<file path="src/rtl/keypad_pkg.sv">
// Shared keypad constants and key-index helpers.
package keypad_pkg;

    localparam int KEY_W    = 4;
    localparam int NUM_COLS = 4;

    // Lowest set bit wins, so simultaneous keys resolve to the smallest index.
    function automatic logic [KEY_W-1:0] low_idx(input logic [15:0] v);
        low_idx = '0;
        for (int i = 15; i >= 0; i--) begin
            if (v[i]) low_idx = KEY_W'(i);
        end
    endfunction

    // {column one-hot, row one-hot} of the lowest pressed key, zero when idle.
    function automatic logic [7:0] note_enc(input logic [15:0] v);
        logic [KEY_W-1:0] idx;
        idx = low_idx(v);
        if (v == '0) note_enc = '0;
        else         note_enc = {4'b0001 << idx[3:2], 4'b0001 << idx[1:0]};
    endfunction

endpackage

</file>
<file path="src/rtl/keypad_colscan.sv">
// Row synchroniser plus column divider/driver; samp marks the last cycle of a column period.
// Latency: rows reach row_hit two cycles after the pins; no backpressure.
module keypad_colscan #(
    parameter int SCAN_DIV = 1000
) (
    input  logic       clk,
    input  logic       rst,
    input  logic [3:0] row,
    output logic [3:0] col,
    output logic [1:0] col_idx,
    output logic       samp,
    output logic [3:0] row_hit
);
    import keypad_pkg::*;

    localparam int               DIV_W    = $clog2(SCAN_DIV);
    localparam logic [DIV_W-1:0] DIV_LAST = DIV_W'(SCAN_DIV - 1);

    logic [3:0]       row_s1, row_s2;
    logic [DIV_W-1:0] div;

    always_ff @(posedge clk) begin
        if (rst) begin
            row_s1  <= 4'hF;
            row_s2  <= 4'hF;
            div     <= '0;
            col     <= 4'b1110;
            col_idx <= 2'd0;
        end else begin
            row_s1 <= row;
            row_s2 <= row_s1;
            if (div == DIV_LAST) begin
                div     <= '0;
                col     <= {col[2:0], col[3]};
                col_idx <= col_idx + 2'd1;
            end else begin
                div <= div + DIV_W'(1);
            end
        end
    end

    assign samp    = (div == DIV_LAST);
    assign row_hit = ~row_s2;

endmodule

</file>
<file path="src/rtl/keypad_scan_db.sv">
// 4x4 keypad scanner: frame debounce, press events with valid/ack handshake and sticky overflow.
// Latency: event and note_vec one cycle after debounced changes; an unacked pending event drops new ones.
// Optional KEYPAD_TYPEMATIC_EN adds periodic repeat events while exactly one key is held.
module keypad_scan_db #(
    parameter int SCAN_DIV      = 1000,
    parameter int DB_COUNT      = 4,
    parameter int REPEAT_FRAMES = 64
) (
    input  logic       clk,
    input  logic       rst,
    input  logic [3:0] row,
    output logic [3:0] col,
    output logic [3:0] key_code,
    output logic       key_valid,
    input  logic       key_ack,
    output logic       key_ovf,
    output logic [7:0] note_vec
);
    import keypad_pkg::*;

    localparam logic [3:0] DB_LIM = 4'(DB_COUNT);

    logic             samp;
    logic [1:0]       col_idx;
    logic [3:0]       row_hit;
    logic [15:0]      snapshot, snap_prev, debounced, deb_d, snap_new, press;
    logic [3:0]       stable_cnt, cnt_nxt;
    logic             frame_end, evt, rep_pend;
    logic [KEY_W-1:0] evt_code;

    keypad_colscan #(.SCAN_DIV(SCAN_DIV)) u_colscan (
        .clk     (clk),
        .rst     (rst),
        .row     (row),
        .col     (col),
        .col_idx (col_idx),
        .samp    (samp),
        .row_hit (row_hit)
    );

    always_comb begin
        snap_new = snapshot;
        snap_new[{col_idx, 2'b00} +: 4] = row_hit;
        frame_end = samp && (col_idx == 2'd3);
        if (snap_new != snap_prev)  cnt_nxt = '0;
        else if (stable_cnt == DB_LIM) cnt_nxt = DB_LIM;
        else                        cnt_nxt = stable_cnt + 4'd1;
        press    = debounced & ~deb_d;
        evt      = (press != '0) || rep_pend;
        evt_code = (press != '0) ? low_idx(press) : low_idx(debounced);
    end

    always_ff @(posedge clk) begin
        if (rst) begin
            snapshot   <= '0;
            snap_prev  <= '0;
            debounced  <= '0;
            deb_d      <= '0;
            stable_cnt <= '0;
            key_code   <= '0;
            key_valid  <= 1'b0;
            key_ovf    <= 1'b0;
            note_vec   <= '0;
        end else begin
            deb_d    <= debounced;
            note_vec <= note_enc(debounced);
            if (samp) snapshot <= snap_new;
            if (frame_end) begin
                snap_prev  <= snap_new;
                stable_cnt <= cnt_nxt;
                if (cnt_nxt == DB_LIM) debounced <= snap_new;
            end
            if (evt) begin
                if (!key_valid || key_ack) begin
                    key_code  <= evt_code;
                    key_valid <= 1'b1;
                end else begin
                    key_ovf <= 1'b1;
                end
            end else if (key_ack && key_valid) begin
                key_valid <= 1'b0;
            end
        end
    end

`ifdef KEYPAD_TYPEMATIC_EN
    localparam int               REP_W    = $clog2(REPEAT_FRAMES + 1);
    localparam logic [REP_W-1:0] REP_LAST = REP_W'(REPEAT_FRAMES - 1);

    logic [REP_W-1:0] rep_cnt;
    logic             deb_chg;

    assign deb_chg = (cnt_nxt == DB_LIM) && (snap_new != debounced);

    always_ff @(posedge clk) begin
        if (rst) begin
            rep_cnt  <= '0;
            rep_pend <= 1'b0;
        end else begin
            rep_pend <= 1'b0;
            if (frame_end) begin
                if (deb_chg || !$onehot(debounced)) begin
                    rep_cnt <= '0;
                end else if (rep_cnt == REP_LAST) begin
                    rep_cnt  <= '0;
                    rep_pend <= 1'b1;
                end else begin
                    rep_cnt <= rep_cnt + REP_W'(1);
                end
            end
        end
    end
`else
    // Repeats disabled; the comparison is constant-false for any legal REPEAT_FRAMES.
    assign rep_pend = (REPEAT_FRAMES < 0);
`endif

endmodule

</file>
<file path="config.mk">
export PLATFORM = sky130hd
export DESIGN_NAME = keypad_scan_db
export DESIGN_NICKNAME = d
export VERILOG_FILES = /design/src/rtl/keypad_pkg.sv /design/src/rtl/keypad_colscan.sv /design/src/rtl/keypad_scan_db.sv
export SDC_FILE = /design/constraint.sdc
export NUM_CORES = 1
export LEC_CHECK = 0
export BUFFER_PORTS_ARGS = -buffer_cell sky130_fd_sc_hd__buf_2
export CORE_ASPECT_RATIO = 1.5
export CORE_MARGIN = 4
export CORE_UTILIZATION = 45
export DETAILED_ROUTE_END_ITERATION = 10
export GPL_ROUTABILITY_DRIVEN = 0
export HOLD_SLACK_MARGIN = 0.1
export SLEW_MARGIN = 15
export SYNTH_ARGS = -nofsm -noshare
export SYNTH_HDL_FRONTEND = slang
export SYNTH_SLANG_ARGS = --single-unit
</file>
<file path="constraint.sdc">
create_clock -name clk -period 3.8 [get_ports clk]
set_clock_uncertainty 0.05 [all_clocks]
set_input_delay 0.76 -clock clk [delete_from_list [all_inputs] [get_ports clk]]
set_output_delay 0.76 -clock clk [all_outputs]
set_load 0.05 [all_outputs]
</file>
==> results of run 1 <==
[flip-flops by register name, summed over array words and instances (netlist names), 8 cells and up]
| register | count |
|---|---|
| note_vec | 8 |
| debounced | 16 |
| snapshot | 16 |
| deb_d | 16 |
| u_colscan.div | 10 |
| snap_prev | 16 |
[cell families (layout without fill, tap and decap cells)]
family,Yosys count,count (layout),synth area share
buffers and inverters,44,61,0.03922
xor gates and xnor gates,20,20,0.03612
adders and majority gates,8,8,0.02064
DFF,106,106,0.4376
and+or+nand+nor,232,232,0.2500
muxes,25,25,0.06347
AOI/OAI and AO/OA,103,103,0.1530
[per-layer routing]
metal  wire length, um  global-route usage  up-vias
met4               229             0.07009        0
met2              5533              0.3150       80
met5                 0                   0        -
met3               383             0.03669       17
li1                  -                   -     1916
met1              4172              0.1899     1725
[cells in the mapped netlist, types with 8 or more instances]
cell type and n:
sky130_fd_sc_hd__a211oi_1 28, sky130_fd_sc_hd__a21oi_1 28, sky130_fd_sc_hd__clkbuf_1 19, sky130_fd_sc_hd__dfxtp_1 106, sky130_fd_sc_hd__ha_1 8, sky130_fd_sc_hd__inv_1 13
sky130_fd_sc_hd__mux2_4 10, sky130_fd_sc_hd__mux2i_1 9, sky130_fd_sc_hd__nand2_1 12, sky130_fd_sc_hd__nand2b_1 11, sky130_fd_sc_hd__nand3_1 12, sky130_fd_sc_hd__nor2_1 92
sky130_fd_sc_hd__nor2b_1 44, sky130_fd_sc_hd__nor3_1 11, sky130_fd_sc_hd__nor4_1 9, sky130_fd_sc_hd__or2_2 9, sky130_fd_sc_hd__xnor2_1 16
[worst paths after layout]
check / startpoint / end / slack (ns) / depth (start not counted)
max reg2reg: u_colscan.col_idx[1] / debounced[0] / 0.30 / 9
min: u_colscan.row_s1[3] / u_colscan.row_s2[3] / 0.37 / 1
max: u_colscan.col_idx[1] / debounced[0] / 0.30 / 9
min reg2reg: u_colscan.row_s1[3] / u_colscan.row_s2[3] / 0.37 / 1
[cell type report]
cell class                 instances  area, sq um
fill                            1018         5144
clock buffer                      11        242.7
clock inverter                     4        52.55
inverter                          13        48.80
multi-input combinational        388         2542
sequential                       106         2122
timing repair buffer              33        200.2
tap                              144        180.2
[worst max-delay path: cells and delay by family, from the launching register on]
| kind | cells | cell delay (ns) |
|---|---|---|
| and+or+nand+nor | 3 | 1.19 |
| buffers and inverters | 1 | 0.10 |
| AOI/OAI and AO/OA | 1 | 0.44 |
| adders and majority gates | 1 | 0.42 |
| DFF | 1 | 0.38 |
| xor gates and xnor gates | 1 | 0.17 |
| muxes | 2 | 0.63 |
[power by group through the flow]
stage	Sequential, mW	Combinational [mW]	Clock (mW)
floorplan	1.15	0.0349	0
global placement	1.15	0.0471	0
detailed placement	1.15	0.0477	0
CTS	1.12	0.0479	0.952
global route	1.12	0.0527	0.990
finish	1.12	0.0468	0.923
[per-stage QoR]
stage	setup WS (ns)	hold slack, ns	cells	utilization
finish	0.2983	0.3668	699	0.5116
global route	0.06416	0.3815	699	0.5116
CTS	0.2979	0.3723	699	0.5116
detailed placement	0.3128	0.3544	684	0.4836
global placement	0.4836	0.3444	684	0.4836
floorplan	0.4910	0.3395	538	-
==> run summary, run 1 <==
Setup total negative slack on the finished layout was measured at 0 ns. The worst setup path is captured at a flop. The number of buffer cells added on primary ports is 24. The count of cell types in the netlist is 58. The initial utilization of the core area, before any placement, comes to 0.4604. IR analysis of the VDD net gives a maximum drop of 0.3183 mV. The cell count after synthesis came out at 538.

The net switching fraction of the power is 0.2068. Of all nets on the critical path, the largest fanout is 15. The top cell types in the final layout, fill and taps aside, are sky130_fd_sc_hd__dfxtp_1, sky130_fd_sc_hd__nor2_1, sky130_fd_sc_hd__nor2b_1.

The element type at the critical path start is a flop. The total power came out at 2.093 mW. The aggregate routed wire length came out at 10.32 mm.

The power per standard cell area came out at 388.5 nW/um^2. The final count of negative-setup-slack endpoints is 0. The wire length of the first global-routing pass is 17.00 mm. The number of global-route vias before repair came out at 3525. The maximum buffer depth of the clock tree is 2. The sequential fraction of design power is 0.537.

In this run the post-CTS setup repair buffer count came out at 0. The area of the core is 10530 sq um. The proportion of power drawn by combinational gates is 0.022. STA puts the critical path data required time at 3.98 ns. The die area is 12540 sq um. The number of nets in the finished design is 566. The clock input transition at the sequential cells of the worst setup and hold paths is 0.07 ns.

At the worst endpoint, the arrival time is 3.68 ns. The mean area per synthesized cell came out at 9.014 sq um. For this block, the initial DRC count from the detailed router was 186. The total of warnings raised by yosys came out at 0. The hold violation count in the final report is 0.

The remaining antenna violation count after routing is 0. Summing all placed instances gives a cell area of 5094 sq um. Gates resized during post-CTS repair numbered 0. The growth of design area from synthesis to finish is 11.12%. The count of pins over their slew limit is 0. The number of top-level design ports is 25. The total CTS buffers is 9. The most common library cell in the layout ignoring fill and taps is sky130_fd_sc_hd__dfxtp_1.

The floorplan step set the die width to 92.76 um. In the final layout, the share of cells above drive strength 1 is 0.1279. The number of vias per cell after detailed routing came out at 5.348. Summed over all nets, the switching power comes to 432.8 uW. The number of placement rows came out at 46. The net count after synthesis is 553.

The area of all placed cells without fillers is 5389 sq um. The H-tree level count came out at 3. The run finished with clean final reports. The routed layout has 3738 vias. The average detailed-routed wire length per instance is 14.76 um. In this run the static leakage power is 2.016 nW. After synthesis the netlist holds a flip-flop and latch count of 106.

The pre-antenna-repair detailed-routing pass consisted of 5 iterations. The number of sinks driven by the clock tree is 106. In this run the tightest slew margin relative to its limit is 0.5337. The number of flops mapped to enable cells by yosys came out at 0. The combined area of all synthesized cells came out at 4850 sq um.

Setup repair after global routing left no endpoint under its margin. The portion of the post-synthesis area used by sequential elements is 0.4376. Across every metal layer, demand over resource in global routing totals 0.1718. The internal power came out at 1.661 mW. For the pin with the worst max-slew slack, the measured transition is 0.6931 ns. After clock tree synthesis, the flow added hold-fix buffers numbering 0. Entering global routing, the biggest net connects 42 pins.

The placed wire-length estimate after detailed placement is 7.543 mm. The maximum cell stage delay along the critical path is 0.46 ns. The tightest min-delay check is of the reg2reg type. The slowest stage of the critical path is the sky130_fd_sc_hd__and4b_1 cell. The classification of the worst setup path is reg2reg. The CTS tree is yes. The latest clock arrival within the worst-skew pair came out at 0.34 ns. The number of remaining DRC errors is 0. The antenna diode instance count is 0.

In the finished design, the share of the clock period the worst path needs comes to 0.9215. In the post-synthesis netlist, the biggest area contributors are sky130_fd_sc_hd__dfxtp_1, sky130_fd_sc_hd__nor2_1, sky130_fd_sc_hd__nor2b_1. The total grt overflow is 0. For this run, the top clock speed supported by timing is 285.6 MHz. Of all cell types, the one taking the most synthesized area is sky130_fd_sc_hd__dfxtp_1. The async set or reset register ratio after synthesis came out at 0. Among all flip-flop cells after synthesis, the most frequent one is sky130_fd_sc_hd__dfxtp_1. The die span in y is 135.1 um. The tool flagged a number of max-cap violations equal to 0. The clock period minus final worst setup slack is 3.502 ns. The root buffer selected by CTS is sky130_fd_sc_hd__clkbuf_16. The initial antenna violation count is 0. Walking the worst path, the cells encountered are inv_1 > ha_1 > nor4b_1 > mux2i_1 > xnor2_1 > a2111oi_1 > and4b_1 > nand3_4 > mux2_1.

The fraction of post-synthesis cell area in the top cell type by area is 0.4376. The share of total power dissipated in the clock network is 0.441.
No activity file was read; power rests on OpenSTA's default activity.
==> run 2, diff against run 1 <==
- CTS_BUF_LIST: default -> sky130_fd_sc_hd__clkbuf_4 sky130_fd_sc_hd__clkbuf_8 sky130_fd_sc_hd__clkbuf_16
==> run summary, run 2 (same netlist as run 1, synthesis figures left out) <==
The fraction of the core area covered by cells at the end of the flow is 0.5120 (was 0.5116). The maximum buffer depth of the clock tree is 2 (unchanged). The count of pins over their slew limit was 0 (unchanged). The ratio of cells with drive above 1 in the final layout is 0.1297 (was 0.1279).

The total CTS buffers is 9 (unchanged). The most common library cell in the layout ignoring fill and taps is sky130_fd_sc_hd__dfxtp_1 (unchanged). The root buffer selected by CTS is sky130_fd_sc_hd__clkbuf_16 (unchanged). The initial antenna violation count is 0 (unchanged). The final count of negative-setup-slack endpoints was 0 (unchanged).

The data required time at the worst endpoint is 3.98 ns (about the same). The cell with the largest stage delay on the worst path is sky130_fd_sc_hd__and4b_1 (unchanged). The CTS tree is yes (unchanged). The sequential fraction of design power is 0.535 (was 0.537). The total grt overflow came out at 0 (unchanged). The wire length of the first global-routing pass is 17.00 mm (unchanged). The placed wire-length estimate after detailed placement came out at 7.543 mm (unchanged). The remaining antenna violation count after routing is 0 (unchanged). The number of global-route vias before repair came out at 3525 (unchanged). The fraction of the cycle the final worst path needs was 0.9182 (was 0.9215). The portion of total power attributed to the clock network came out at 0.442 (was 0.441). The classification of the worst setup path is reg2reg (unchanged). The element type at the critical path start is a flop (unchanged). The path type of the worst min-delay path is reg2reg (unchanged). The proportion of power drawn by combinational gates is 0.022 (about the same). The area of the multi-input gates was 2542 sq um (unchanged). The hold buffer count at CTS is 0 (unchanged).

The clock input transition at the sequential cells of the worst setup and hold paths was 0.07 ns (about the same). The number of buffer cells added on primary ports came to 24 (unchanged). The largest net degree at the start of global routing was 42 (unchanged). The number of placement rows is 46 (unchanged). The sequential cell area came out at 2122 sq um (unchanged).

The maximum operating frequency came to 286.6 MHz (was 285.6 MHz). The number of buffers added for setup after CTS is 0 (unchanged). The clock period minus final worst setup slack came out at 3.489 ns (was 3.502 ns). The die area is 12540 sq um (unchanged).

The number of remaining DRC errors came out at 0 (unchanged). The net switching fraction of the power was 0.2051 (was 0.2068). The internal power is 1.668 mW (was 1.661 mW). The area of the core is 10530 sq um (unchanged). The total routing usage reported by global routing was 0.1718 (unchanged). The hold violation count in the final report is 0 (unchanged).

RSZ-0062 raised after global routing: false (unchanged). The number of sinks driven by the clock tree is 106 (unchanged). The number of vias per cell after detailed routing is 5.312 (was 5.348). The starting density of the core came out at 0.4604 (unchanged).

CP Cell Sequence: inv_1 > ha_1 > nor4b_1 > mux2i_1 > xnor2_1 > a2111oi_1 > and4b_1 > nand3_4 > mux2_1 (unchanged). The power per standard cell area is 389.0 nW/um^2 (was 388.5 nW/um^2). The maximum cell stage delay along the critical path is 0.45 ns (was 0.46 ns).

The setup total negative slack came out at 0 ns (unchanged). The number of DRC markers after the initial detailed-route iteration is 186 (unchanged). The critical-path maximum fanout is 15 (unchanged). The overall via count from detail_route came out at 3713 (was 3738). The number of top-level design ports came out at 25 (unchanged). The element type at the critical path end is a flop (unchanged). The average detailed-routed wire length per instance came to 14.76 um (about the same). Result of the run: finished clean (unchanged). The antenna diode instance count came out at 0 (unchanged). The data arrival time of the critical path came out at 3.67 ns (was 3.68 ns).

The H-tree level count came out at 3 (unchanged). The total of fill cells in the finished design is 1019 (was 1018). The slew at the pin closest to its max-slew limit came to 0.6932 ns (was 0.6931 ns). The growth of design area from synthesis to finish is 11.20% (was 11.12%). The peak supply drop is 0.3188 mV (was 0.3183 mV). The die width is 92.76 um (unchanged). The count of cells resized by post-cts repair is 0 (unchanged). The switching power is 430.3 uW (was 432.8 uW).

The aggregate routed wire length is 10.32 mm (about the same). The number of optimization iterations in the first detailed-route pass is 4 (was 5). The number of nets in the finished design came to 566 (unchanged).

The total power came out at 2.098 mW (was 2.093 mW). The die span in y came to 135.1 um (unchanged). The worst slew margin relative to its limit came out at 0.5336 (was 0.5337). The latest clock arrival within the worst-skew pair is 0.34 ns (about the same). The max-cap check violation count came out at 0 (unchanged). The reported leakage power was 2.019 nW (was 2.016 nW). Most used cells in the layout excluding fill and tap cells: sky130_fd_sc_hd__dfxtp_1, sky130_fd_sc_hd__nor2_1, sky130_fd_sc_hd__nor2b_1 (unchanged).
## run 2: cell counts in the layout (fill, tap and decap cells not counted)
Identical to the previous run, type by type.
## run 2: worst max-delay path: cells and delay by family (launching register included)
family / cells / cell delay, ns
muxes: 2 / 0.63
xor gates and xnor gates: 1 / 0.17
AOI/OAI and AO/OA: 1 / 0.44
and+or+nand+nor: 3 / 1.17
adders and majority gates: 1 / 0.42
DFF: 1 / 0.38
buffers and inverters: 1 / 0.10
## run 2: path summary, 6_finish.rpt
path / from / endpoint / slack [ns] / cells past startpoint
hold / removal: u_colscan.row_s1[3] / u_colscan.row_s2[3] / 0.36 / 1
hold reg to reg: u_colscan.row_s1[3] / u_colscan.row_s2[3] / 0.36 / 1
setup reg to reg: u_colscan.col_idx[1] / debounced[0] / 0.31 / 9
setup / recovery: u_colscan.col_idx[1] / debounced[0] / 0.31 / 9
## run 2: through the flow
stage          hold slack, ns  worst slack (ns)  std cells  area [sq um]
2_1_floorplan          0.3395            0.4910        538          4850
3_3_place_gp           0.3444            0.4836        684          5094
3_5_place_dp           0.3544            0.3128        684          5094
4_1_cts                0.3718            0.2973        699          5393
5_1_grt                0.3815           0.06411        699          5393
6_report               0.3646            0.3108        699          5393
## run 2: layer usage
| metal | track usage | wire (um) | vias to the layer above |
|---|---|---|---|
| met2 | 0.3150 | 5587 | 70 |
| met4 | 0.07009 | 209 | 0 |
| met5 | 0 | 0 | - |
| met3 | 0.03669 | 323 | 18 |
| li1 | - | - | 1914 |
| met1 | 0.1899 | 4197 | 1711 |
## run 2: power by group through the flow
| stage | logic (mW) | clock network (mW) | registers [mW] |
|---|---|---|---|
| 4_1_cts | 0.0479 | 0.960 | 1.12 |
| 2_1_floorplan | 0.0349 | 0 | 1.15 |
| 5_1_grt | 0.0527 | 0.997 | 1.12 |
| 3_5_place_dp | 0.0477 | 0 | 1.15 |
| 3_3_place_gp | 0.0471 | 0 | 1.15 |
| 6_report | 0.0467 | 0.928 | 1.12 |
## run 2: area by class of cell
cell class,instances,share of cell area
Sequential cell,106,0.3935
Clock inverter,4,0.009745
Tap cell,144,0.03341
Timing Repair Buffer,33,0.03712
Clock buffer,11,0.04571
Inverter,13,0.009049
Multi-Input combinational cell,388,0.4715
==> run 3, diff against run 2 <==
- CORE_MARGIN: 4 -> 3
==> run summary, run 3 (same netlist as run 1, synthesis figures left out) <==
The ratio of cells with drive above 1 in the final layout came out at 0.1351 (was 0.1297). The clock period minus final worst setup slack came out at 3.347 ns (was 3.489 ns). The instance count after placement with tap cells included came out at 680 (was 684).

The number of top-level design ports is 25 (unchanged). The peak supply drop came out at 0.2997 mV (was 0.3188 mV). Result of the run: finished clean (unchanged). The antenna diode instance count is 0 (unchanged). The worst hold path stage count came out at 1 (unchanged). The placed wire-length estimate after detailed placement came out at 7.763 mm (was 7.543 mm). The slew at the pin closest to its max-slew limit is 0.8962 ns (was 0.6932 ns). The starting density of the core came to 0.4707 (was 0.4604).

The root buffer selected by CTS is sky130_fd_sc_hd__clkbuf_16 (unchanged). The net switching fraction of the power came out at 0.2218 (was 0.2051). The hold buffer count at CTS is 0 (unchanged). The number of global-route vias before repair came out at 3771 (was 3525).

The growth of design area from synthesis to finish came to 11.12% (was 11.20%). The remaining antenna violation count after routing came out at 0 (unchanged). The maximum cell stage delay along the critical path came to 0.54 ns (was 0.45 ns). The data arrival time of the critical path is 3.54 ns (was 3.67 ns). The latest clock arrival within the worst-skew pair is 0.35 ns (was 0.34 ns). The area of the core came out at 10300 sq um (was 10530 sq um). The portion of total power attributed to the clock network came out at 0.451 (was 0.442).

The number of remaining DRC errors was 0 (unchanged). RSZ-0062 raised after global routing: false (unchanged). The internal power is 1.656 mW (was 1.668 mW).

The total routing usage reported by global routing was 0.1853 (was 0.1718). The reported leakage power is 2.008 nW (was 2.019 nW). The number of vias per cell after detailed routing is 5.497 (was 5.312). The count of placed standard cells in the final layout, fillers left out is 696 (was 699). The cell depth of the worst flop-to-flop path is 9 (unchanged). The count of cells resized by post-cts repair came out at 0 (unchanged).

The cell with the largest stage delay on the worst path was sky130_fd_sc_hd__ha_2 (was sky130_fd_sc_hd__and4b_1). The number of buffers added for setup after CTS is 0 (unchanged). The number of stages on the worst setup path is 9 (unchanged). The number of optimization iterations in the first detailed-route pass came out at 4 (unchanged). The total CTS buffers is 9 (unchanged). The critical path's top delay family was simple AND/OR/NAND/NOR gates (unchanged). The proportion of power drawn by combinational gates came to 0.022 (about the same).

The largest net degree at the start of global routing came out at 53 (was 42). The aggregate routed wire length came to 10.62 mm (was 10.32 mm). The hold violation count in the final report came to 0 (unchanged). The most common library cell in the layout ignoring fill and taps was sky130_fd_sc_hd__dfxtp_1 (unchanged).

The power per standard cell area came out at 395.0 nW/um^2 (was 389.0 nW/um^2). The total power is 2.128 mW (was 2.098 mW). The switching power came out at 472.2 uW (was 430.3 uW). The die area came out at 12080 sq um (was 12540 sq um). The die span in y came out at 133.1 um (was 135.1 um). The overall via count from detail_route came out at 3826 (was 3713). The maximum buffer depth of the clock tree is 2 (unchanged). The final count of negative-setup-slack endpoints is 0 (unchanged). The element type at the critical path end is a flop (unchanged).

The H-tree level count came out at 3 (unchanged). The count of pins over their slew limit came to 0 (unchanged). The sequential fraction of design power came out at 0.528 (was 0.535). The die width came to 90.76 um (was 92.76 um). The average detailed-routed wire length per instance came out at 15.26 um (was 14.76 um). The max-cap check violation count came out at 0 (unchanged).

The total grt overflow came to 0 (unchanged). The wire length of the first global-routing pass is 17.97 mm (was 17.00 mm). The clock input transition at the sequential cells of the worst setup and hold paths came out at 0.08 ns (was 0.07 ns). The setup total negative slack came out at 0 ns (unchanged). The critical-path maximum fanout is 18 (was 15). The number of placement rows came out at 45 (was 46).

The CTS tree is yes (unchanged). The combined buffer and inverter count along the critical path came out at 1 (unchanged). The classification of the worst setup path is reg2reg (unchanged). The number of buffer cells added on primary ports is 24 (unchanged).

The fraction of the core area covered by cells at the end of the flow is 0.5230 (was 0.5120). The path type of the worst min-delay path is reg2reg (unchanged). The total of fill cells in the finished design came out at 985 (was 1019).

The data required time at the worst endpoint came out at 4.00 ns (was 3.98 ns). The fraction of the cycle the final worst path needs came out at 0.8809 (was 0.9182). The initial antenna violation count came out at 0 (unchanged). The element type at the critical path start is a flop (unchanged). The number of DRC markers after the initial detailed-route iteration came out at 213 (was 186). The maximum operating frequency is 298.7 MHz (was 286.6 MHz). The number of nets in the finished design is 565 (was 566). Most used cells in the layout excluding fill and tap cells: sky130_fd_sc_hd__dfxtp_1, sky130_fd_sc_hd__nor2_1, sky130_fd_sc_hd__nor2b_1 (unchanged). The worst slew margin relative to its limit was 0.4025 (was 0.5336). The number of sinks driven by the clock tree came out at 106 (unchanged).

CP Cell Sequence: inv_1 > ha_2 > or4b_1 > a32oi_1 > a21oi_1 > a2111oi_4 > and4b_2 > nand3_4 > mux2_1 (was inv_1 > ha_1 > nor4b_1 > mux2i_1 > xnor2_1 > a2111oi_1 > and4b_1 > nand3_4 > mux2_1).
## run 3: cell count changes in the layout (fill, tap and decap cells not counted), sizes merged
cell      change
buf           -1
clkinvlp      +1
clkinv        -2
clkbuf        -2
inv           +4
## run 3: area by class of cell
class | count | area, sq um | share of cell area
inverter | 13 | 48.80 | 0.009055
sequential | 106 | 2122 | 0.3938
clock inverter | 7 | 83.83 | 0.01556
clock buffer | 9 | 225.2 | 0.04179
multi-input combinational | 388 | 2552 | 0.4736
timing repair buffer | 32 | 180.2 | 0.03343
tap | 141 | 176.4 | 0.03274
## run 3: metrics by stage
stage | cell area [sq um] | setup slack (ns) | hold WS (ns)
finish | 5389 | 0.4526 | 0.3594
global route | 5389 | 0.1459 | 0.3826
CTS | 5379 | 0.2532 | 0.3596
detailed placement | 5070 | 0.2679 | 0.3423
global placement | 5070 | 0.3254 | 0.3440
floorplan | 4850 | 0.4910 | 0.3395
## run 3: routing by layer
metal	vias to the layer above	track usage	wire, um
li1	1908	-	-
met1	1817	0.2055	4327
met2	75	0.3401	5703
met3	26	0.03051	281
met4	0	0.08859	311
met5	-	0	0
## run 3: power groups by stage
stage | logic [mW] | clock network (mW) | registers (mW)
CTS | 0.0465 | 0.987 | 1.12
global route | 0.0521 | 1.03 | 1.12
floorplan | 0.0349 | 0 | 1.15
global placement | 0.0451 | 0 | 1.15
finish | 0.0459 | 0.960 | 1.12
detailed placement | 0.0465 | 0 | 1.15
## run 3: path summary, 6_finish.rpt
path | from | to | slack (ns)
worst min-delay path | u_colscan.row_s1[1] | u_colscan.row_s2[1] | 0.36
worst max register to register | u_colscan.col_idx[1] | debounced[1] | 0.45
worst max-delay path | u_colscan.col_idx[1] | debounced[1] | 0.45
worst min register to register | u_colscan.row_s1[1] | u_colscan.row_s2[1] | 0.36
